$ cat src/rtl/intack_sequencer.sv
// Interrupt-acknowledge initiator for the 8259 PIC: drives the int_ack pulse train and returns the vector.
// Define INTACK_8080_MODE_EN to add the 3-pulse MCS-80 sequence (mode_8080 / opcode_err ports).
module intack_sequencer #(
   parameter int PULSE_WIDTH = 2,
   parameter int GAP_WIDTH   = 2
) (
   input  logic        clk,
   input  logic        reset_n,
   input  logic        INT,
   input  logic        cpu_int_enable,
   input  logic [7:0]  data_bus,
`ifdef INTACK_8080_MODE_EN
   input  logic        mode_8080,
   output logic        opcode_err,
`endif
   output logic        int_ack,
   output logic        busy,
   output logic [15:0] vector,
   output logic        vector_valid,
   input  logic        vector_ready
);

   localparam logic [3:0] PW_LD       = 4'(PULSE_WIDTH - 1);
   localparam logic [3:0] GW_LD       = 4'(GAP_WIDTH - 1);
   localparam logic [7:0] CALL_OPCODE = 8'hCD;

   typedef enum logic [2:0] {
      IDLE = 3'd0,
      ACK1 = 3'd1,
      GAP1 = 3'd2,
      ACK2 = 3'd3,
`ifdef INTACK_8080_MODE_EN
      GAP2 = 3'd4,
      ACK3 = 3'd5,
`endif
      DONE = 3'd6
   } state_t;

   state_t     state_q, state_nxt;
   logic [3:0] cnt_q, cnt_nxt;
   logic       fin;
`ifdef INTACK_8080_MODE_EN
   logic       mode_q, mode_nxt;
   logic       cap_b1, cap_b2;
   logic [7:0] b1_q, b2_q;
`endif

   function automatic logic is_ack(input state_t s);
      is_ack = (s == ACK1) || (s == ACK2);
`ifdef INTACK_8080_MODE_EN
      is_ack = is_ack || (s == ACK3);
`endif
   endfunction

   // next-state: each ACK/GAP phase runs until its down-counter hits zero
   always_comb begin
      state_nxt = state_q;
      cnt_nxt   = cnt_q;
      fin       = 1'b0;
`ifdef INTACK_8080_MODE_EN
      mode_nxt  = mode_q;
      cap_b1    = 1'b0;
      cap_b2    = 1'b0;
`endif
      case (state_q)
         IDLE: begin
            if (INT && cpu_int_enable) begin
               state_nxt = ACK1;
               cnt_nxt   = PW_LD;
`ifdef INTACK_8080_MODE_EN
               mode_nxt  = mode_8080;
`endif
            end
         end
         ACK1: begin
            if (cnt_q == 4'd0) begin
               state_nxt = GAP1;
               cnt_nxt   = GW_LD;
`ifdef INTACK_8080_MODE_EN
               cap_b1    = 1'b1;
`endif
            end else begin
               cnt_nxt = cnt_q - 4'd1;
            end
         end
         GAP1: begin
            if (cnt_q == 4'd0) begin
               state_nxt = ACK2;
               cnt_nxt   = PW_LD;
            end else begin
               cnt_nxt = cnt_q - 4'd1;
            end
         end
         ACK2: begin
            if (cnt_q == 4'd0) begin
`ifdef INTACK_8080_MODE_EN
               if (mode_q) begin
                  state_nxt = GAP2;
                  cnt_nxt   = GW_LD;
                  cap_b2    = 1'b1;
               end else begin
                  state_nxt = DONE;
                  fin       = 1'b1;
               end
`else
               state_nxt = DONE;
               fin       = 1'b1;
`endif
            end else begin
               cnt_nxt = cnt_q - 4'd1;
            end
         end
`ifdef INTACK_8080_MODE_EN
         GAP2: begin
            if (cnt_q == 4'd0) begin
               state_nxt = ACK3;
               cnt_nxt   = PW_LD;
            end else begin
               cnt_nxt = cnt_q - 4'd1;
            end
         end
         ACK3: begin
            if (cnt_q == 4'd0) begin
               state_nxt = DONE;
               fin       = 1'b1;
            end else begin
               cnt_nxt = cnt_q - 4'd1;
            end
         end
`endif
         DONE: begin
            if (vector_ready) begin
               state_nxt = IDLE;
            end
         end
         default: state_nxt = IDLE;
      endcase
   end

   // state register; outputs are flopped from the next state so none is combinational
   always_ff @(posedge clk or negedge reset_n) begin
      if (!reset_n) begin
         state_q      <= IDLE;
         cnt_q        <= 4'd0;
         int_ack      <= 1'b0;
         busy         <= 1'b0;
         vector_valid <= 1'b0;
         vector       <= 16'h0000;
`ifdef INTACK_8080_MODE_EN
         mode_q       <= 1'b0;
         opcode_err   <= 1'b0;
`endif
      end else begin
         state_q      <= state_nxt;
         cnt_q        <= cnt_nxt;
         int_ack      <= is_ack(state_nxt);
         busy         <= (state_nxt != IDLE);
         vector_valid <= (state_nxt == DONE);
`ifdef INTACK_8080_MODE_EN
         mode_q       <= mode_nxt;
         if (fin) begin
            vector     <= mode_q ? {data_bus, b2_q} : {8'h00, data_bus};
            opcode_err <= mode_q && (b1_q != CALL_OPCODE);
         end
`else
         if (fin) begin
            vector <= {8'h00, data_bus};
         end
`endif
      end
   end

`ifdef INTACK_8080_MODE_EN
   // intermediate bytes never reach an output directly, so they need no reset
   always_ff @(posedge clk) begin
      if (cap_b1) b1_q <= data_bus;
      if (cap_b2) b2_q <= data_bus;
   end
`endif

endmodule

$ cat config.mk
export PLATFORM = sky130hd
export DESIGN_NAME = intack_sequencer
export DESIGN_NICKNAME = d
export VERILOG_FILES = /design/src/rtl/intack_sequencer.sv
export SDC_FILE = /design/constraint.sdc
export NUM_CORES = 1
export LEC_CHECK = 0
export ABC_AREA = 1
export ABC_CLOCK_PERIOD_IN_PS = 2750
export CAP_MARGIN = 5
export CORE_MARGIN = 3
export CORE_UTILIZATION = 35
export DETAILED_ROUTE_END_ITERATION = 8
export MAX_ROUTING_LAYER = met4
export PLACE_DENSITY_LB_ADDON = 0.25
export SYNTH_ARGS = -nofsm -noshare
export SYNTH_HDL_FRONTEND = slang
export SYNTH_SLANG_ARGS = --single-unit
$ cat constraint.sdc
create_clock -name clk -period 2.75 [get_ports clk]
set_input_delay 0.275 -clock clk [delete_from_list [all_inputs] [get_ports clk]]
set_output_delay 0.275 -clock clk [all_outputs]
set_load 0.02 [all_outputs]
# Word-level counts from Yosys, hierarchy flattened

Cells that the tools add are included.

Bits in registers: 18
Input port bits: 13
Memories: 0
Latch bits: 0
Memory bits (writable): 0
Memory bits (read-only): 0

Order comparisons: 0
Shifts and indexed selects: 0
Add/subtract/negate cells: 1
Bitwise operators: 0
Muxes and demuxes: 12
Eq/ne operators: 9
Multiply operators: 0
Divide/modulo/power cells: 0
Reduce and logical (&&, ||, !) cells: 8

Operator list:

| cell                                                 | number |
|---|---|
| 2-to-1 mux 3 bit                                     | 5 |
| case mux 3 bit (5 select lines)                      | 1 |
| 2-to-1 mux 4 bit                                     | 3 |
| case mux 4 bit (3 select lines)                      | 1 |
| equality test 3 x 2 -> 1 bit (second input constant) | 3 |
| equality test 3 x 1 -> 1 bit (second input constant) | 2 |
| equality test 3 bit (second input constant)          | 2 |
| nonzero test 3 bit                                   | 2 |
| logical NOT 4 bit                                    | 1 |
| inequality test 2 bit (second input constant)        | 2 |
| subtractor 4 x 1 -> 4 bit (second input constant)    | 1 |
| logical NOT 3 bit                                    | 1 |
| AND reduction 3 bit                                  | 1 |
| 2-to-1 mux 1 bit                                     | 2 |
| OR reduction 2 bit                                   | 1 |
| logical AND 1 bit                                    | 1 |
| logical OR 1 bit                                     | 1 |

# Logic depth before layout (Yosys ltp)

Word-level depth: 5
Depth in mapped cells: 9
Gate-level depth less buffers: 8

# Worst setup path after synthesis

Ideal clock, no wire load.

Path type: reg2reg
Start: register cnt_q[0]
End: register busy
Path slack: 1.494 ns
Cell stages (with the launch flop): 9
Path buffers: 1
Data arrival time: 1.138 ns
Library setup time: 0.118 ns
Path through: dfrtp_1 inv_1 ha_1 nand2_1 nor2_4 buf_6 nand2_1 nand3_2 nand2_1

Cells in the longest elaborated chain, start to end: 4

Ends and longest elaborated chain:

| what                                | line       | RTL |
|---|---|---|
| start, declared                     | 40         | `logic [3:0] cnt_q, cnt_nxt;` |
| start signal, assigned              | 155        | `cnt_q <= cnt_nxt;` |
| logical NOT 4 bit (*)               | 76, 87, 95 |  |
| 2-to-1 mux 3 bit (on tied branches) | 95, 76, 87 |  |
| case mux 3 bit (5 select lines) (*) | 65         | `case (state_q)` |
| nonzero test 3 bit (*)              | 157        | `busy <= (state_nxt != IDLE);` |
| end signal, assigned                | 157        |  |
| end, declared                       | 17         | `output logic busy,` |

Mark *: on every way between the ends. The rest lies on a longest branch, timed or not.
A chain may end at the register's enable or synchronous reset.

# Worst setup path after layout

Start: register vector[5]
End: output vector[5]

RTL lines:

| what                   | line | RTL |
|---|---|---|
| start, declared        | 18   | `output logic [15:0] vector,` |
| start signal, assigned | 167  | `vector <= {8'h00, data_bus};` |

No word-level cell between the ends.

==> results.json <==
{
  "routed_via_density": 4.49,
  "cp_slowest_cell": "clkdlybuf4s50_1",
  "die_h_um": 57.8,
  "critPathArrivalTime_ns": 1.27,
  "leakage_nw": 0.642,
  "cpLargestDelayFamily": "buffers and inverters",
  "drt_iter0_drc": 16,
  "wl_per_cell_um": 10.2,
  "drt_wl_total_um": 1710,
  "critPathMaxFanout": 2,
  "clockBufferDepth": 2,
  "ys_ff_latch": 18,
  "synth_top_cell_by_area": "dfrtp_1",
  "cts_sinks": 18,
  "fin_skew_ns": 0.00293,
  "drv_cap": 0,
  "die_width_um": 57.8,
  "worst_slack_ns": 1.21,
  "track_usage": 0.114,
  "initial_utilization": 0.373,
  "synth_top_cells_by_area": "dfrtp_1 (48%), nand2_1 (18%), nand3_1 (6.9%), buf_4 (6.4%), inv_1 (4.4%)",
  "grt_start_max_net_pins": 19,
  "worst_pin_slew_ns": 0.784,
  "yosysMostFrequentCell": "nand2_1",
  "path_depth": 1,
  "fillers": 248,
  "avgSynthCellArea_um2": 8.24,
  "netlist.area_leader.share": 0.479,
  "core_um2": 2520,
  "fin_nets": 154,
  "post_cts_resized": 0,
  "io_pins": 32,
  "antenna_cells": 0,
  "path_buf_inv": 1,
  "worst_setup_path_start_kind": "flip-flop",
  "htree_levels": 1,
  "vias": 755,
  "postCtsHoldBufs": 0,
  "grt_pass1_vias": 667,
  "end_kind": "output port",
  "cts-root-buf": "clkbuf_4",
  "portBuffers": 23,
  "status": "finished, final reports clean",
  "fin_crit_sh": 0.561,
  "grt_pass1_wl_um": 2860,
  "fin_setup_tns_ns": 0,
  "synth_cells": 114,
  "cellPowerDensity_nw_per_um2": 1170,
  "slowest_delay_ns": 0.61,
  "netlist_area_um2": 940,
  "stdcell_area_um2": 1190,
  "synth-seq-area-share": 0.479,
  "place_hpwl_um": 1320,
  "post_cts_buffers": 0,
  "hold_violations": 0,
  "ant_nets": 0,
  "place_area_um2": 1150,
  "dp_slack_ns": 1.25,
  "cts_buffers": 3,
  "fin_crit_ns": 1.54,
  "hold_path_class": "in2async",
  "cts_tree": "built",
  "remaining_drc_errors": 0,
  "slew_violations": 0,
  "worstPathRequired_ns": 2.48,
  "ys_async_sr_fraction": 1.00,
  "grt_setup_unrepaired": "false",
  "clk_latency_ns": 0.29,
  "reg2reg_depth": 8,
  "yosys-top-cells-count": "nand2_1 (45), dfrtp_1 (18), nand3_1 (13)",
  "register_area_um2": 450,
  "clk_pin_slew_ns": 0.10,
  "antenna_found_initial": 0,
  "drtPass1Iterations": 4,
  "relSlewSlack": 0.475,
  "dieArea_um2": 3340,
  "drive_gt1_frac": 0.0797,
  "rows": 18,
  "setup_viol": 0,
  "vdd_drop_max_v": 0.000670,
  "ys_warn_count": 0,
  "crit_chain": "clkdlybuf4s50_1",
  "fmax_ghz": 0.649,
  "synth_flop_cell": "dfrtp_1",
  "gp_congestion": 0.713,
  "grt_overflow": 0,
  "path_class": "reg2out",
  "multi_input_area_um2": 384,
  "synth_edf_count": 0,
  "syn_to_final_growth_pct": 26.4,
  "ys_types": 18
}
path summary, 6_finish.rpt:
| path | startpoint | endpoint | slack, ns |
|---|---|---|---|
| hold / removal | reset_n | busy$_DFF_PN0_ | 0.43 |
| max in group asynchronous | reset_n | cnt_q[0]$_DFFE_PN0P_ | 1.83 |
| setup reg to reg | cnt_q[0]$_DFFE_PN0P_ | cnt_q[1]$_DFFE_PN0P_ | 1.23 |
| min in group clk | vector[3]$_DFFE_PN0P_ | vector[3]$_DFFE_PN0P_ | 0.48 |
| setup / recovery | vector[5]$_DFFE_PN0P_ | vector[5] | 1.21 |
| hold reg to reg | vector[3]$_DFFE_PN0P_ | vector[3]$_DFFE_PN0P_ | 0.48 |
state kept, by name (all words and copies together), names as in the netlist:
| register | cells |
|---|---|
| int_ack | 1 |
| vector_valid | 1 |
| cnt_q | 4 |
| vector | 8 |
| busy | 1 |
| state_q | 3 |
cells in the final DEF, fill, tap and decap left out:
master / synthesis / final
nand2_4: 1 / 1
nand4_1: 1 / 1
ha_1: 2 / 2
clkdlybuf4s50_1: 0 / 23
xor2_1: 1 / 1
nor2_8: 1 / 1
nand2_1: 45 / 45
nand3_1: 13 / 13
nand2_2: 1 / 1
nor2_4: 1 / 1
inv_1: 11 / 11
conb_1: 1 / 8
nand3_2: 1 / 1
clkbuf_4: 0 / 3
clkbuf_8: 0 / 1
inv_2: 2 / 2
nor2_1: 3 / 3
dfrtp_1: 18 / 18
o21ai_0: 2 / 2
report_power, final:
part | switching [mW] | internal, mW
sequential | 0.0870 | 0.392
combinational | 0.446 | 0.304
clock | 0.0806 | 0.0807
total | 0.614 | 0.776
cells by family after synthesis:
family,Yosys count,synth area share
compound gates,2,0.0107
xor+xnor,1,0.00932
fa+ha+maj,2,0.0266
buf+inv,23,0.140
flops,18,0.479
other cells,1,0.00399
simple gates,67,0.330
layout make-up:
cell class	instances	area share
multi-input cells	80	0.323
inverters	13	0.0411
well taps	30	0.0316
flip-flops and latches	18	0.379
repair buffers	23	0.194
clock buffers	4	0.0306
metal layers:
metal,track usage,part of all wire,vias to the layer above
li1,-,-,379
met4,0.0397,0.0082,0
met5,-,0,-
met2,0.176,0.47,29
met1,0.136,0.44,345
met3,0.0423,0.081,2
per-stage QoR:
step	cells	util	power [mW]	hold slack, ns
after floorplan	121	-	1.01	-0.0206
after detailed placement	164	0.456	1.24	0.459
after global routing	168	0.471	1.52	0.504
after CTS	168	0.471	1.41	0.462
final	168	0.471	1.39	0.429
after global placement	164	0.456	1.22	0.458
No activity file was read; power rests on OpenSTA's default activity.
